## config.mk

```make
export PLATFORM = sky130hd
export DESIGN_NAME = aes_round_ctrl
export DESIGN_NICKNAME = d
export VERILOG_FILES = /design/src/rtl/aes_pkg.sv /design/src/rtl/aes_rcon_gen.sv /design/src/rtl/aes_round_ctrl.sv
export SDC_FILE = /design/constraint.sdc
export NUM_CORES = 1
export LEC_CHECK = 0
export BUFFER_PORTS_ARGS = -buffer_cell sky130_fd_sc_hd__buf_2
export CORE_AREA = 2 2 42 44
export CTS_CLUSTER_SIZE = 10
export DETAILED_ROUTE_END_ITERATION = 7
export DIE_AREA = 0 0 44 46
export PLACE_DENSITY = 0.85
export SYNTH_ARGS = -nofsm -noshare
export SYNTH_HDL_FRONTEND = slang
export SYNTH_SLANG_ARGS = --single-unit
```

## constraint.sdc

```tcl
create_clock -name clk -period 4.53 [get_ports clk]
set_clock_uncertainty 0.15 [all_clocks]
set_input_delay 0.2265 -clock clk [delete_from_list [all_inputs] [get_ports clk]]
set_output_delay 0.2265 -clock clk [all_outputs]
set_load 0.05 [all_outputs]
```

## src/rtl/aes_pkg.sv

```systemverilog
// rtl/aes_pkg.sv - FSM encoding, Rcon constants and xtime helper for the AES round sequencer
package aes_pkg;

   localparam logic [7:0] RCON_INIT = 8'h01;
   localparam logic [7:0] AES_POLY  = 8'h1B;

   localparam int NR_128 = 10;
   localparam int NR_192 = 12;
   localparam int NR_256 = 14;

   typedef enum logic [1:0] {
      IDLE  = 2'd0,
      ROUND = 2'd1,
      DONE  = 2'd2
   } aes_state_e;

   // Multiply by x in GF(2^8) modulo the Rijndael polynomial.
   function automatic logic [7:0] xtime(input logic [7:0] b);
      return {b[6:0], 1'b0} ^ (b[7] ? AES_POLY : 8'h00);
   endfunction

endpackage

```

## src/rtl/aes_rcon_gen.sv

```systemverilog
// rtl/aes_rcon_gen.sv - Rcon register: load restarts the sequence, adv steps it by xtime
module aes_rcon_gen
   import aes_pkg::*;
(
   input  logic       clk,
   input  logic       rst_n,
   input  logic       load,
   input  logic       adv,
   output logic [7:0] rcon
);

   always_ff @(posedge clk or negedge rst_n) begin
      if (!rst_n) begin
         rcon <= RCON_INIT;
      end else if (load) begin
         rcon <= RCON_INIT;
      end else if (adv) begin
         rcon <= xtime(rcon);
      end
   end

endmodule

```

## src/rtl/aes_round_ctrl.sv

```systemverilog
// rtl/aes_round_ctrl.sv - iterative AES round sequencer driving state/key register enables
// Optional AES_ABORT_EN adds an abort input that drops an in-flight block.
module aes_round_ctrl
   import aes_pkg::*;
#(
   parameter int NR = NR_128,
   parameter int RW = 4
)(
   input  logic          clk,
   input  logic          rst_n,
   input  logic          in_valid,
   output logic          in_ready,
   output logic          out_valid,
   input  logic          out_ready,
`ifdef AES_ABORT_EN
   input  logic          abort,
`endif
   output logic          state_en,
   output logic          key_en,
   output logic          sel_init,
   output logic          last_round,
   output logic [RW-1:0] round,
   output logic [7:0]    rcon,
   output logic          busy
);

   localparam logic [RW-1:0] ROUND_LAST = RW'(NR);

   aes_state_e state, state_nxt;
   logic       abort_act;
   logic       accept;
   logic       at_last;
   logic       leave_done;
   logic       rcon_load;
   logic       rcon_adv;

`ifdef AES_ABORT_EN
   assign abort_act = abort && (state != IDLE);
`else
   assign abort_act = 1'b0;
`endif

   assign accept     = (state == IDLE) && in_valid;
   assign at_last    = (state == ROUND) && (round == ROUND_LAST);
   assign leave_done = (state == DONE) && out_ready;

   always_comb begin
      state_nxt = state;
      if (abort_act) begin
         state_nxt = IDLE;
      end else begin
         case (state)
            IDLE:    if (in_valid)  state_nxt = ROUND;
            ROUND:   if (at_last)   state_nxt = DONE;
            DONE:    if (out_ready) state_nxt = IDLE;
            default:                state_nxt = IDLE;
         endcase
      end
   end

   always_ff @(posedge clk or negedge rst_n) begin
      if (!rst_n) begin
         state <= IDLE;
      end else begin
         state <= state_nxt;
      end
   end

   // round holds NR through DONE so the consumer still sees the final round number.
   always_ff @(posedge clk or negedge rst_n) begin
      if (!rst_n) begin
         round <= '0;
      end else if (abort_act || leave_done) begin
         round <= '0;
      end else if (accept) begin
         round <= RW'(1);
      end else if ((state == ROUND) && !at_last) begin
         round <= round + RW'(1);
      end
   end

   assign rcon_load = accept || leave_done || abort_act;
   assign rcon_adv  = (state == ROUND) && !at_last && !abort_act;

   aes_rcon_gen u_rcon (
      .clk   (clk),
      .rst_n (rst_n),
      .load  (rcon_load),
      .adv   (rcon_adv),
      .rcon  (rcon)
   );

   assign in_ready   = (state == IDLE);
   assign out_valid  = (state == DONE) && !abort_act;
   assign state_en   = accept || ((state == ROUND) && !abort_act);
   assign key_en     = state_en;
   assign sel_init   = accept;
   assign last_round = at_last;
   assign busy       = (state != IDLE);

endmodule

```

# After elaboration in Yosys (flattened, before gate mapping)
# Index checks and enable logic that the tools add are counted.
[totals] in_bits=4 wordCells=33 reg_bits=14 output_inout_bits=19
[classes] reduce_logical=12 n_bitwise=1 n_eq_ne=6 muxes=10 add_sub_neg=1
[op_table] operator="2-to-1 mux 8 bit" n=2
[op_table] operator="2-to-1 mux 4 bit" n=3
[op_table] operator="bitwise XOR 8 bit" n=1
[op_table] operator="2-to-1 mux 2 bit" n=3
[op_table] operator="case mux 2 bit (3 select lines)" n=1
[op_table] operator="2-to-1 mux 5 bit" n=1
[op_table] operator="adder 4 x 1 -> 4 bit, second input constant" n=1
[op_table] operator="== test 4 bit, second input constant" n=1
[op_table] operator="logical AND 1 bit" n=4
[op_table] operator="!= test 2 bit, second input constant" n=2
[op_table] operator="nonzero test 2 bit" n=2
[op_table] operator="AND reduction 3 bit" n=1
[op_table] operator="nonzero test 3 bit" n=1
[op_table] operator="== test 2 x 1 -> 1 bit, second input constant" n=1
[op_table] operator="== test 2 bit, second input constant" n=1
[op_table] operator="zero test 2 bit" n=1
[op_table] operator="logical OR 1 bit" n=2
[op_table] operator="!= test 2 x 1 -> 1 bit, second input constant" n=1
[op_table] operator="zero test 1 bit" n=1

# Longest topological paths before layout
[logic_depth] word_depth=7 mapped_depth=6 depth_no_buf=5

# Modules after synthesis
# Synthesis repeated with hierarchy kept, for this count alone.
[unflattened] cells_unflattened=71 area_unflattened_um2=739.5
[by_module_without_submodules] mod="aes_round_ctrl" cells_per_inst=41 instances=1 area_each_um2=390.4 seq_area_each_um2=150.1
[by_module_without_submodules] mod="aes_rcon_gen" cells_per_inst=30 instances=1 area_each_um2=349.1 seq_area_each_um2=201.4

# Worst setup path before layout
# No wires, ideal clock.
[synth_timing] path_type="reg-to-output" start="register round[1]" end="output port last_round" stages_incl_launch_ff=4 setup_slack_ps=2378 arrival_time_ps=1775 required_ps=4154 path_buffers=0 path_cell_list="dfrtp_1 -> ha_1 -> nand3b_4 -> nor2_1"
[synth_via] elab_chain_cells=2
[synth_rtl] item="start, declared" line="aes_round_ctrl.sv:22" source="output logic [RW-1:0] round,"
[synth_rtl] item="start signal, assigned" line="aes_round_ctrl.sv:78" source="round <= round + RW'(1);"
[synth_rtl] item="== test 4 bit" line="aes_round_ctrl.sv:44" source="assign at_last = (state == ROUND) && (round == ROUND_LAST);"
[synth_rtl] item="logical AND 1 bit" line="aes_round_ctrl.sv:44"
[synth_rtl] item="end, declared" line="aes_round_ctrl.sv:21" source="output logic last_round,"
# No other way between the ends.

# Worst setup path after layout
[layout_timing] start="register round[0]" end="output port last_round"
# Same word-level chain as after synthesis.

==> summary.md <==
| Metric | Value |
|---|---|
| Run status | `complete, no violations` |
| Fin. max-slew vios | `0` |
| Unrepaired setup endpoints after global routing | `no` |
| Residual DRC count | `0` |
| Slew @ Worst Pin | `316 ps` |
| Arr. time, crit path | `1580 ps` |
| Global-route wire length before repair | `2390 um` |
| Critical Path Source Type | `flop` |
| Synth Warn # | `0` |
| Buf/Inv on CP | `2` |
| Maxcap violations | `0` |
| Netlist Area Pre-Place | `727 um2` |
| Crit path time final | `1960 ps` |
| Post-route antenna net violation count | `0` |
| CTS Sinks | `14` |
| Initial antenna violation count | `0` |
| Largest net degree at the start of global routing | `15` |
| Port Buffers | `22` |
| Post-synthesis cell type count | `29` |
| F_max | `511 MHz` |
| Mapped Cells | `61` |
| Max-Slew Margin vs Limit | `0.790` |
| Row cnt | `15` |
| Multi-input logic area | `330 um2` |
| Most used DFF post-synth | `dfrtp_1` |
| Final Hold Vio Count | `0` |
| Sequential share of the synthesized area | `0.484` |
| Max incr delay on CP | `460 ps` |
| Wire per inst | `14.6 um` |
| Seq. cell area | `352 um2` |
| Setup_tns | `0 ps` |
| Post-cts resize count | `0` |
| I/O pins | `23` |
| Fin nets | `92` |
| Fraction of registers with async set/reset | `1.00` |
| CTS max path bufs | `2` |
| DR vias | `567` |
| CP delay by family, top | `flip-flops` |
| Commonest non-fill, non-tap cell in the layout | `buf_2` |
| Vias/cell | `5.56` |
| EDFF count, synth | `0` |
| ANT cells | `0` |
| Area Overhead vs Synth | `21.3%` |
| Gpl congestion | `0.730` |
| DR iter-0 viols | `7` |
| Clk Latency, worst-skew pair | `280 ps` |
| Num CTS Buffers | `3` |
| CTS Root Cell | `clkbuf_4` |
| Slowest-stage cell, CP | `dfrtp_1` |
| CTS tree | `done` |
| Critical Path End Type | `output pin` |
| Routed WL | `1490 um` |
| Mean area per synthesized cell | `11.9 um2` |
| Starting density of the core | `0.450` |
| Final Cycle Share | `0.432` |
| # fillers | `145` |
| CP required | `4150 ps` |
| TritonRoute pass-1 iters | `4` |
| Setup bufs post-CTS | `0` |
| Cell chain of the critical path | `inv_1 > ha_1 > nand3b_4 > nor2_1 > buf_2` |
| Vias in the first global route | `517` |
| Hold crit path type | `in -> reg` |
| Net Count, Synth | `67` |
| CP max FO | `7` |
| Die width | `44 um` |
| H-tree levels | `1` |
| CTS clock-pin slew for the worst setup and hold paths | `80 ps` |
| Synthesis-stage register bit count | `14` |
| GRT Total Usage | `0.165` |
| Die footprint | `2020 um2` |
| Setup CP Type | `reg -> out` |
| Setup violators final | `0` |
| Grt ovf | `0` |
| Die height | `46 um` |
| CORE AREA | `1610 um2` |
| Fraction of layout cells with a size suffix above 1 | `0.400` |
| Commonest cells after routing, fill and taps aside | `22 x buf_2, 13 x dfrtp_1, 7 x a22o_1, 6 x inv_1, 4 x nor2_1` |
| Hpwl dp | `1120 um` |
## path summary, 6_finish.rpt
path                       slack, ps                       start  cells after the start                          to
setup / recovery                2570        round[0]$_DFFE_PN0P_                      5                  last_round
hold / removal                   110                   out_ready                      3        state[1]$_DFFE_PN0P_
setup reg to reg                2920        round[0]$_DFFE_PN0P_                      5  u_rcon.rcon[3]$_DFFE_PN0P_
hold reg to reg                  330  u_rcon.rcon[0]$_DFFE_PN1P_                      2  u_rcon.rcon[0]$_DFFE_PN1P_
max in group asynchronous       3730                       rst_n                      2  u_rcon.rcon[0]$_DFFE_PN1P_
min in group asynchronous        210                       rst_n                      2  u_rcon.rcon[3]$_DFFE_PN0P_
## what timing repair did
action / 4_1_cts / 5_1_grt
endpoints found under the hold margin: 14 / 0
hold buffers: 1 / 0
endpoints found under the setup margin: 0 / 0
## synthesized netlist by cell type (2+ instances only)
| master | instances | area [um2] |
|---|---|---|
| o21ai_0 | 2 | 10.0 |
| nand2b_1 | 2 | 12.5 |
| inv_1 | 6 | 22.5 |
| nor2_1 | 4 | 15.0 |
| ha_1 | 2 | 25.0 |
| a221oi_1 | 2 | 17.5 |
| xor2_1 | 3 | 26.3 |
| a22o_1 | 7 | 61.3 |
| dfrtp_1 | 13 | 325 |
## kinds of logic (layout without fill, tap and decap cells)
group / after synthesis / after routing / synth area share
compound gates: 18 / 18 / 0.229
simple gates: 14 / 14 / 0.134
xor+xnor: 3 / 3 / 0.0362
flops: 14 / 14 / 0.484
mux: 1 / 1 / 0.0206
buf+inv: 9 / 33 / 0.0620
fa+ha+maj: 2 / 2 / 0.0344
## metal layers
layer	up-vias	part of all wire	routed length, um	track usage
met2	22	0.50	745	0.276
met1	275	0.43	648	0.204
met5	-	0	0	0
met4	0	0.0080	12	0.0727
li1	268	-	-	-
met3	2	0.058	86	0.0357
## layout make-up
type | instances | share of cell area
flip-flops and latches | 14 | 0.399
multi-input cells | 38 | 0.374
repair buffers | 23 | 0.136
clock buffers | 4 | 0.0411
inverters | 6 | 0.0255
well taps | 17 | 0.0241
## worst reg2reg max path, stage by stage, from the launching register on
cell	delay, ps
dfrtp_1	460
inv_1	90
ha_1	190
nand3b_4	120
a22oi_4	350
a22o_1	200
## sequential cells by signal, summed over array words and instances (netlist names)
register	count
u_rcon.rcon	8
state	2
round	4
## stage by stage
stage / utilization / instances / area, um2 / setup slack (ps) / hold WS [ps]
2_1_floorplan: - / 61 / 727 / 2380 / -219
3_3_place_gp: 0.518 / 97 / 836 / 2950 / -14.0
3_5_place_dp: 0.518 / 97 / 836 / 2880 / -9.45
4_1_cts: 0.547 / 102 / 882 / 2560 / 102
5_1_grt: 0.547 / 102 / 882 / 2470 / 120
6_report: 0.547 / 102 / 882 / 2570 / 106
Power is left out: the tool's default activity adds up to more than one toggle a clock period on the data nets, which glitch-free logic cannot reach.
